`config.mk`:
```
export PLATFORM = sky130hd
export DESIGN_NAME = varint_decoder_flat
export DESIGN_NICKNAME = d
export VERILOG_FILES = /design/src/rtl/varint_decoder_if.sv /design/src/rtl/varint_decoder.sv /design/src/flat_wrapper.sv
export SDC_FILE = /design/constraint.sdc
export NUM_CORES = 1
export LEC_CHECK = 0
export CORE_MARGIN = 5
export CORE_UTILIZATION = 40
export DETAILED_ROUTE_END_ITERATION = 8
export SYNTH_ARGS = -nofsm -noshare
export SYNTH_HDL_FRONTEND = slang
export SYNTH_SLANG_ARGS = --single-unit
```
`constraint.sdc`:
```
create_clock -name clk -period 2.8 [get_ports clk]
set_input_delay 0.56 -clock clk [delete_from_list [all_inputs] [get_ports clk]]
set_output_delay 0.56 -clock clk [all_outputs]
set_load 0.03 [all_outputs]
```
`src/rtl/varint_decoder_if.sv`:
```
// Varint decoder bus: input FIFO pair (data + index) and the decoded-value output port.
interface varint_decoder_if #(
    parameter int VAL_W = 64,
    parameter int IDX_W = 10
);
    logic             varint_in_fifo_empty;
    logic [31:0]      varint_in_fifo_data;
    logic [IDX_W-1:0] varint_in_index_data;
    logic             varint_in_fifo_pop;
    logic             varint_in_index_pop;
    logic             varint_out_valid;
    logic             varint_out_ready;
    logic [VAL_W-1:0] varint_out_data;
    logic [IDX_W-1:0] varint_out_index;
    logic             varint_out_err;

    // Environment side: FIFOs and downstream consumer
    modport master (
        output varint_in_fifo_empty, varint_in_fifo_data, varint_in_index_data,
        input  varint_in_fifo_pop, varint_in_index_pop,
        input  varint_out_valid, varint_out_data, varint_out_index, varint_out_err,
        output varint_out_ready
    );

    // Decoder side
    modport slave (
        input  varint_in_fifo_empty, varint_in_fifo_data, varint_in_index_data,
        output varint_in_fifo_pop, varint_in_index_pop,
        output varint_out_valid, varint_out_data, varint_out_index, varint_out_err,
        input  varint_out_ready
    );
endinterface

```
`src/rtl/varint_decoder.sv`:
```
// LEB128 varint decoder: consumes one byte per cycle from a show-ahead 32-bit word FIFO,
// emits each decoded value with the index of the word holding its first byte.
module varint_decoder #(
    parameter int MAX_BYTES = 10,
    parameter int VAL_W     = 64,
    parameter int IDX_W     = 10
) (
    input  logic           clk,
    input  logic           reset,
    varint_decoder_if.slave bus
);
    localparam int NB_W = $clog2(MAX_BYTES + 1);

    localparam logic [1:0] IDLE    = 2'd0;
    localparam logic [1:0] ACCUM   = 2'd1;
    localparam logic [1:0] DISCARD = 2'd2;

    logic [1:0]       state, state_nxt;
    logic [VAL_W-1:0] acc, acc_nxt;
    logic [NB_W-1:0]  nbytes, nbytes_nxt;
    logic [IDX_W-1:0] idx_q, idx_nxt;
    logic [1:0]       byte_sel;
    logic             out_free;
    logic             consume;
    logic             emit;
    logic             emit_err;
    logic             pop;
    logic [7:0]       cur_byte;
    logic [VAL_W-1:0] shifted;

    // Byte consumption, next-state decode and the value the current byte would produce
    always_comb begin
        out_free   = !bus.varint_out_valid || bus.varint_out_ready;
        consume    = !reset && !bus.varint_in_fifo_empty && out_free;
        pop        = consume && (byte_sel == 2'd3);
        cur_byte   = bus.varint_in_fifo_data[{byte_sel, 3'b000} +: 8];
        shifted    = VAL_W'(cur_byte[6:0]) << (32'(nbytes) * 32'd7);
        state_nxt  = state;
        acc_nxt    = acc;
        nbytes_nxt = nbytes;
        idx_nxt    = idx_q;
        emit       = 1'b0;
        emit_err   = 1'b0;
        case (state)
            IDLE: begin
                acc_nxt    = VAL_W'(cur_byte[6:0]);
                nbytes_nxt = NB_W'(1);
                idx_nxt    = bus.varint_in_index_data;
                if (!cur_byte[7]) begin
                    emit = 1'b1;
                end else begin
                    state_nxt = ACCUM;
                end
            end
            ACCUM: begin
                acc_nxt    = acc | shifted;
                nbytes_nxt = nbytes + NB_W'(1);
                if (!cur_byte[7]) begin
                    emit      = 1'b1;
                    state_nxt = IDLE;
                end else if (nbytes_nxt == NB_W'(MAX_BYTES)) begin
                    emit      = 1'b1;
                    emit_err  = 1'b1;
                    state_nxt = DISCARD;
                end
            end
            DISCARD: begin
                if (!cur_byte[7]) begin
                    state_nxt = IDLE;
                end
            end
            default: state_nxt = IDLE;
        endcase
        bus.varint_in_fifo_pop  = pop;
        bus.varint_in_index_pop = pop;
    end

    // Decode state advances only on cycles that consume a byte; empty FIFO stalls in place
    always_ff @(posedge clk) begin
        if (reset) begin
            state    <= IDLE;
            acc      <= '0;
            nbytes   <= '0;
            idx_q    <= '0;
            byte_sel <= '0;
        end else if (consume) begin
            state    <= state_nxt;
            acc      <= acc_nxt;
            nbytes   <= nbytes_nxt;
            idx_q    <= idx_nxt;
            byte_sel <= byte_sel + 2'd1;
        end
    end

    // Output register: an emit always overwrites (it only happens when the slot is free),
    // otherwise an accept empties the slot
    always_ff @(posedge clk) begin
        if (reset) begin
            bus.varint_out_valid <= 1'b0;
            bus.varint_out_data  <= '0;
            bus.varint_out_index <= '0;
            bus.varint_out_err   <= 1'b0;
        end else if (consume && emit) begin
            bus.varint_out_valid <= 1'b1;
            bus.varint_out_data  <= acc_nxt;
            bus.varint_out_index <= idx_nxt;
            bus.varint_out_err   <= emit_err;
        end else if (bus.varint_out_ready) begin
            bus.varint_out_valid <= 1'b0;
        end
    end
endmodule

```
`src/flat_wrapper.sv`:
```
// flat-port wrapper written by rule: the top's interface ports become plain ports
module varint_decoder_flat 
#(
    parameter int MAX_BYTES = 10,
    parameter int VAL_W     = 64,
    parameter int IDX_W     = 10
)
  (clk, reset, bus_varint_in_fifo_empty, bus_varint_in_fifo_data, bus_varint_in_index_data, bus_varint_in_fifo_pop, bus_varint_in_index_pop, bus_varint_out_valid, bus_varint_out_data, bus_varint_out_index, bus_varint_out_err, bus_varint_out_ready);
  varint_decoder_if #(.VAL_W(VAL_W), .IDX_W(IDX_W)) bus_i ();
  input  logic clk;
  input  logic reset;
  input wire logic [$bits(bus_i.varint_in_fifo_empty)-1:0] bus_varint_in_fifo_empty;
  input wire logic [$bits(bus_i.varint_in_fifo_data)-1:0] bus_varint_in_fifo_data;
  input wire logic [$bits(bus_i.varint_in_index_data)-1:0] bus_varint_in_index_data;
  output wire logic [$bits(bus_i.varint_in_fifo_pop)-1:0] bus_varint_in_fifo_pop;
  output wire logic [$bits(bus_i.varint_in_index_pop)-1:0] bus_varint_in_index_pop;
  output wire logic [$bits(bus_i.varint_out_valid)-1:0] bus_varint_out_valid;
  output wire logic [$bits(bus_i.varint_out_data)-1:0] bus_varint_out_data;
  output wire logic [$bits(bus_i.varint_out_index)-1:0] bus_varint_out_index;
  output wire logic [$bits(bus_i.varint_out_err)-1:0] bus_varint_out_err;
  input wire logic [$bits(bus_i.varint_out_ready)-1:0] bus_varint_out_ready;
  assign bus_i.varint_in_fifo_empty = bus_varint_in_fifo_empty;
  assign bus_i.varint_in_fifo_data = bus_varint_in_fifo_data;
  assign bus_i.varint_in_index_data = bus_varint_in_index_data;
  assign bus_varint_in_fifo_pop = bus_i.varint_in_fifo_pop;
  assign bus_varint_in_index_pop = bus_i.varint_in_index_pop;
  assign bus_varint_out_valid = bus_i.varint_out_valid;
  assign bus_varint_out_data = bus_i.varint_out_data;
  assign bus_varint_out_index = bus_i.varint_out_index;
  assign bus_varint_out_err = bus_i.varint_out_err;
  assign bus_i.varint_out_ready = bus_varint_out_ready;
  varint_decoder #(.MAX_BYTES(MAX_BYTES), .VAL_W(VAL_W), .IDX_W(IDX_W)) u_core (.clk(clk), .reset(reset), .bus(bus_i));
endmodule
```
# Word-level counts from Yosys, hierarchy flattened
# Index checks and enable logic that the tools add are counted.
[word_totals]
inputBits = 46
output_inout_bits = 78
elab_cells = 51
regBits = 158
[op_classes]
n_bitwise = 1
n_reduce_logical = 13
multipliers = 1
shift = 2
n_mux = 16
eq_ne = 7
n_addsub = 2
[op_table]
columns = ["operator", "count"]
rows = [
  ["64-bit one-hot mux with 2 select lines", 1],
  ["64-bit OR", 1],
  ["7-bit by 7-bit << shifter with 64-bit output", 1],
  ["32-bit by 6-bit variable part select with 8-bit output", 1],
  ["10-bit two-way mux", 1],
  ["2-bit two-way mux", 4],
  ["4-bit one-hot mux with 2 select lines", 1],
  ["4-bit by 3-bit multiplier with 7-bit output (second input constant)", 1],
  ["1-bit two-way mux", 7],
  ["2-bit one-hot mux with 3 select lines", 1],
  ["4-bit by 1-bit adder with 4-bit output (second input constant)", 1],
  ["2-bit equality test (second input constant)", 2],
  ["4-bit equality test (second input constant)", 1],
  ["1-bit logical AND", 4],
  ["4-bit AND reduction", 1],
  ["2-bit nonzero test", 2],
  ["1-bit zero test", 3],
  ["3-bit inequality test (second input constant)", 1],
  ["2-bit by 1-bit adder with 2-bit output (second input constant)", 1],
  ["2-bit by 1-bit equality test with 1-bit output (second input constant)", 1],
  ["2-bit zero test", 1],
  ["2-bit by 1-bit inequality test with 1-bit output (second input constant)", 1],
  ["2-bit inequality test (second input constant)", 1],
  ["1-bit one-hot mux with 2 select lines", 1],
  ["2 further kinds", 2],
]

# Longest topological paths before layout
[logic_depth]
word_depth = 7
ltp_mapped = 10

# Worst setup path after synthesis
# OpenSTA, ideal clock, no wires.
[synth_timing]
path_type = "input to output"
startpoint = "in reset"
endpoint = "out bus_varint_in_index_pop"
arrival_ns = 2.018
slack_ns = 0.222
cell_stages = 4
path_cell_list = "clkbuf_1 -> clkbuf_1 -> nor3b_1 -> buf_4"
[synth_between]
elab_chain_cells = 4
[synth_lines]
columns = ["element", "line_no", "text"]
rows = [
  ["start: declaration", "flat_wrapper.sv:11", "input logic reset;"],
  ["1-bit zero test", "varint_decoder.sv:34", "consume = !reset && !bus.varint_in_fifo_empty && out_free;"],
  ["1-bit logical AND (2 in a row)", "varint_decoder.sv:34", ""],
  ["1-bit logical AND", "varint_decoder.sv:35", "pop = consume && (byte_sel == 2'd3);"],
  ["end: declaration", "flat_wrapper.sv:16", "output wire logic [$bits(bus_i.varint_in_index_pop)-1:0] bus_varint_in_index_pop;"],
]
# No other way between the ends.

# Worst setup path in the final report
[layout_timing]
startpoint = "reg u_core.nbytes[1]"
endpoint = "reg u_core.bus.varint_out_data[11]"
[layout_between]
elab_chain_cells = 6
[layout_lines]
columns = ["element", "line_no", "text"]
rows = [
  ["start: declaration", "varint_decoder.sv:20", "logic [NB_W-1:0] nbytes, nbytes_nxt;"],
  ["start signal: assignment", "varint_decoder.sv:89", "nbytes <= nbytes_nxt;"],
  ["branches (longest 6 deep; another with 4-bit by 3-bit multiplier with 7-bit output)", "--", ""],
  ["end signal: assignment", "varint_decoder.sv:105", "bus.varint_out_data <= acc_nxt;"],
  ["end: declaration", "varint_decoder_if.sv:29", "output varint_out_valid, varint_out_data, varint_out_index, varint_out_err,"],
]
# Several ways; the timed one is not identified.
# A chain may end at the register's enable or synchronous reset.

==> impl_metrics.ini <==
[status]
outcome = finished clean

[synth]
synth_compound_area_frac = 0.0927
synth-edff-count = 0
ys_async_sr_fraction = 0
synth_area_leaders = dfxtp_1 (46%), nor2_1 (6.9%), mux2_4 (6.7%), a21oi_1 (6.3%), nor2b_1 (5.2%)
netlist_area_um2 = 6920
synthMuxAreaShare = 0.172
netlist.area_leader.share = 0.457
yosys-top-cells-count = dfxtp_1 (158), nor2_1 (127), a21oi_1 (87)
syn_nets = 800
synth_warnings = 0
synth_top_area_cell = dfxtp_1
yosysMostFrequentCell = dfxtp_1
syn-instance-count = 751
synth_seq_cells = 158
synth_ff_type = dfxtp_1
synthAdderAreaFrac = 0.00542
yosys.area_share.xor_xnor = 0.00127
synth_seq_area_share = 0.457
syn_area_per_cell_um2 = 9.22
synth_top_family_by_area = simple AND/OR/NAND/NOR gates
yosys.area_share.simple = 0.228
synth.distinct_cells = 45

[floorplan]
dieArea_um2 = 20000
row_count = 48
core_um2 = 17100
die_w_um = 142
pin_count = 124
start_util = 0.404
die_h_um = 142

[power]
power_frac_comb = 0.130
leakagePower_nw = 3.47
pwr_density_cell_nw_per_um2 = 586
p_total_w = 0.00522
power.switching_w = 0.00130
power_frac_seq = 0.447
swShare = 0.250
p_clk_frac = 0.423
internal-power_w = 0.00392
peakVddDrop_uv = 415

[layout]
area_delta_synth_final_pct = 28.7
fill_cells = 1533
drive_gt1_frac = 0.145
antenna_cells = 0
final_nets = 905

[routing]
routed-wl-met3_um = 931
top_layer = met4
via_per_inst = 5.07
drt_pass1_iterations = 4
met1Wirelength_mm = 8.03
drt_iter0_drc = 264
drt-total-wl_mm = 17.4
vias = 5540
dr_wl_met2_mm = 8.05
final_antenna_net_count = 0
drc = 0
wire_per_inst_um = 15.9

[sta]
setup_viol = 0
clock_skew_ns = 0.00806
rsz0062_at_grt = false
final_max_slew_viol_count = 0
worst-slew-pin-transition_ns = 0.696
fmax_mhz = 389
finalCritPeriodShare = 0.919
setup_tns_ns = 0
slew_headroom = 0.532
final_hold_viol_count = 0
min_period_ns = 2.57

[clock_tree]
numCtsBuffers = 17
post-cts-setup-buffer-count = 0
clk_pin_slew_ns = 0.06
insertion_delay_ns = 0.42
hold_buffers = 0
clockBufferDepth = 2
clock_sinks = 158
htree_levels = 4
cts_tree = done
postCtsResizedCells = 0
cts_root_buffer = clkbuf_16

[critical_path]
critical_path_class = flop to flop
max_stage_delay_ns = 0.54
path_delay_family = compound AO/OA/AOI/OAI gates
crit_path_end_kind = flop
start_kind = flop
crit_buf_inv = 1
crit_arrival_ns = 2.88
cp_cell_sequence = ha_1 -> and2_0 -> a21oi_1 -> o21ai_2 -> o21ai_4 -> buf_12 -> mux2_2
crit_required_ns = 3.10
crit_fanout = 36
critPathSlowestCell = o21ai_4
r2r_slack_ns = 0.23

[grt]
grt-ovfl-total = 0
grt_first_pass_wirelength_mm = 28.5
grt_max_degree = 44
antenna_found_initial = 0
grt_usage = 0.175
grt_pass1_vias = 5619

[placed_design]
gp_congestion = 0.784
dp_hpwl_mm = 11.8
io_buffers = 123

[flow_run]
maxCapViolCount = 0

[min_path]
hold_class = flop to flop
layout by cell type, fill, tap and decap left out, types with 2 or more instances in the layout:
cell	instances
nand3_1	5
nor2_1	125
inv_1	3
buf_12	3
bufinv_16	2
nand2b_1	22
nor2_4	2
nand2_1	37
or3_1	3
a32oi_1	2
clkdlybuf4s50_1	120
mux2i_1	26
clkbuf_8	2
nor2b_1	58
a211oi_1	2
mux2_4	31
o31a_1	6
dfxtp_1	158
ha_1	3
nor3_1	57
o21ai_0	12
clkbuf_16	17
clkinv_2	4
a21oi_1	87
clkbuf_1	5
buf_4	20
mux4_2	8
mux2_2	25
flip-flops by register name (all words and copies together) (netlist names):
name and count:
u_core.acc 64, u_core.byte_sel 2, u_core.nbytes 4, u_core.bus.varint_out_data 64, u_core.state 2, u_core.idx_q 10, u_core.bus.varint_out_valid 1, u_core.bus.varint_out_err 1
u_core.bus.varint_out_index 10
final timing paths:
check | start | end | cells after the start
worst max register to register | u_core.nbytes[1] | u_core.bus.varint_out_data[11] | 7
worst min-delay path | u_core.idx_q[0] | u_core.idx_q[0] | 2
worst max-delay path | u_core.nbytes[1] | u_core.bus.varint_out_data[11] | 7
worst min register to register | u_core.idx_q[0] | u_core.idx_q[0] | 2
logic make-up after synthesis:
logic type,Yosys count
AO/OA/AOI/OAI,116
multiplexers,90
flip-flops,158
adder cells (fa/ha/maj),3
XOR/XNOR,1
AND/OR/NAND/NOR,322
buffers and inverters,61
worst min-delay path: stages, from the launching register on:
cell and delay, ns:
dfxtp_1 0.31, nand2_1 0.05, a21oi_1 0.05
stage by stage:
step | hold WS [ns] | area [um2] | setup slack, ns | instances | utilization
floorplan | 0.433 | 6920 | 0.222 | 751 | -
detailed placement | 0.446 | 8350 | 0.0837 | 1062 | 0.488
global route | 0.480 | 8910 | 0.0985 | 1093 | 0.520
CTS | 0.454 | 8910 | 0.229 | 1093 | 0.520
global placement | 0.443 | 8350 | 0.130 | 1062 | 0.488
finish | 0.452 | 8910 | 0.226 | 1093 | 0.520
area by class of cell:
class                      count  area [um2]  share of cell area
clock buffer                  24         472              0.0530
clock inverter                 7        87.6             0.00983
multi-input combinational    532        3480               0.390
tap                          225         282              0.0316
sequential                   158        3160               0.355
timing repair buffer         143        1410               0.158
inverter                       4        15.0             0.00169
power groups by stage:
stage / Clock (W) / Sequential, W / Combinational (W)
floorplan: 0 / 0.00243 / 0.000387
global route: 0.00238 / 0.00234 / 0.000732
CTS: 0.00228 / 0.00234 / 0.000683
global placement: 0 / 0.00238 / 0.000670
detailed placement: 0 / 0.00238 / 0.000682
finish: 0.00221 / 0.00234 / 0.000676
metal layers:
| metal | vias to the layer above | GRT usage |
|---|---|---|
| met5 | - | 0 |
| met4 | 0 | 0.0732 |
| met3 | 28 | 0.0404 |
| met2 | 143 | 0.281 |
| met1 | 2612 | 0.228 |
| li1 | 2757 | - |
Power figures use the tool's default switching activity.
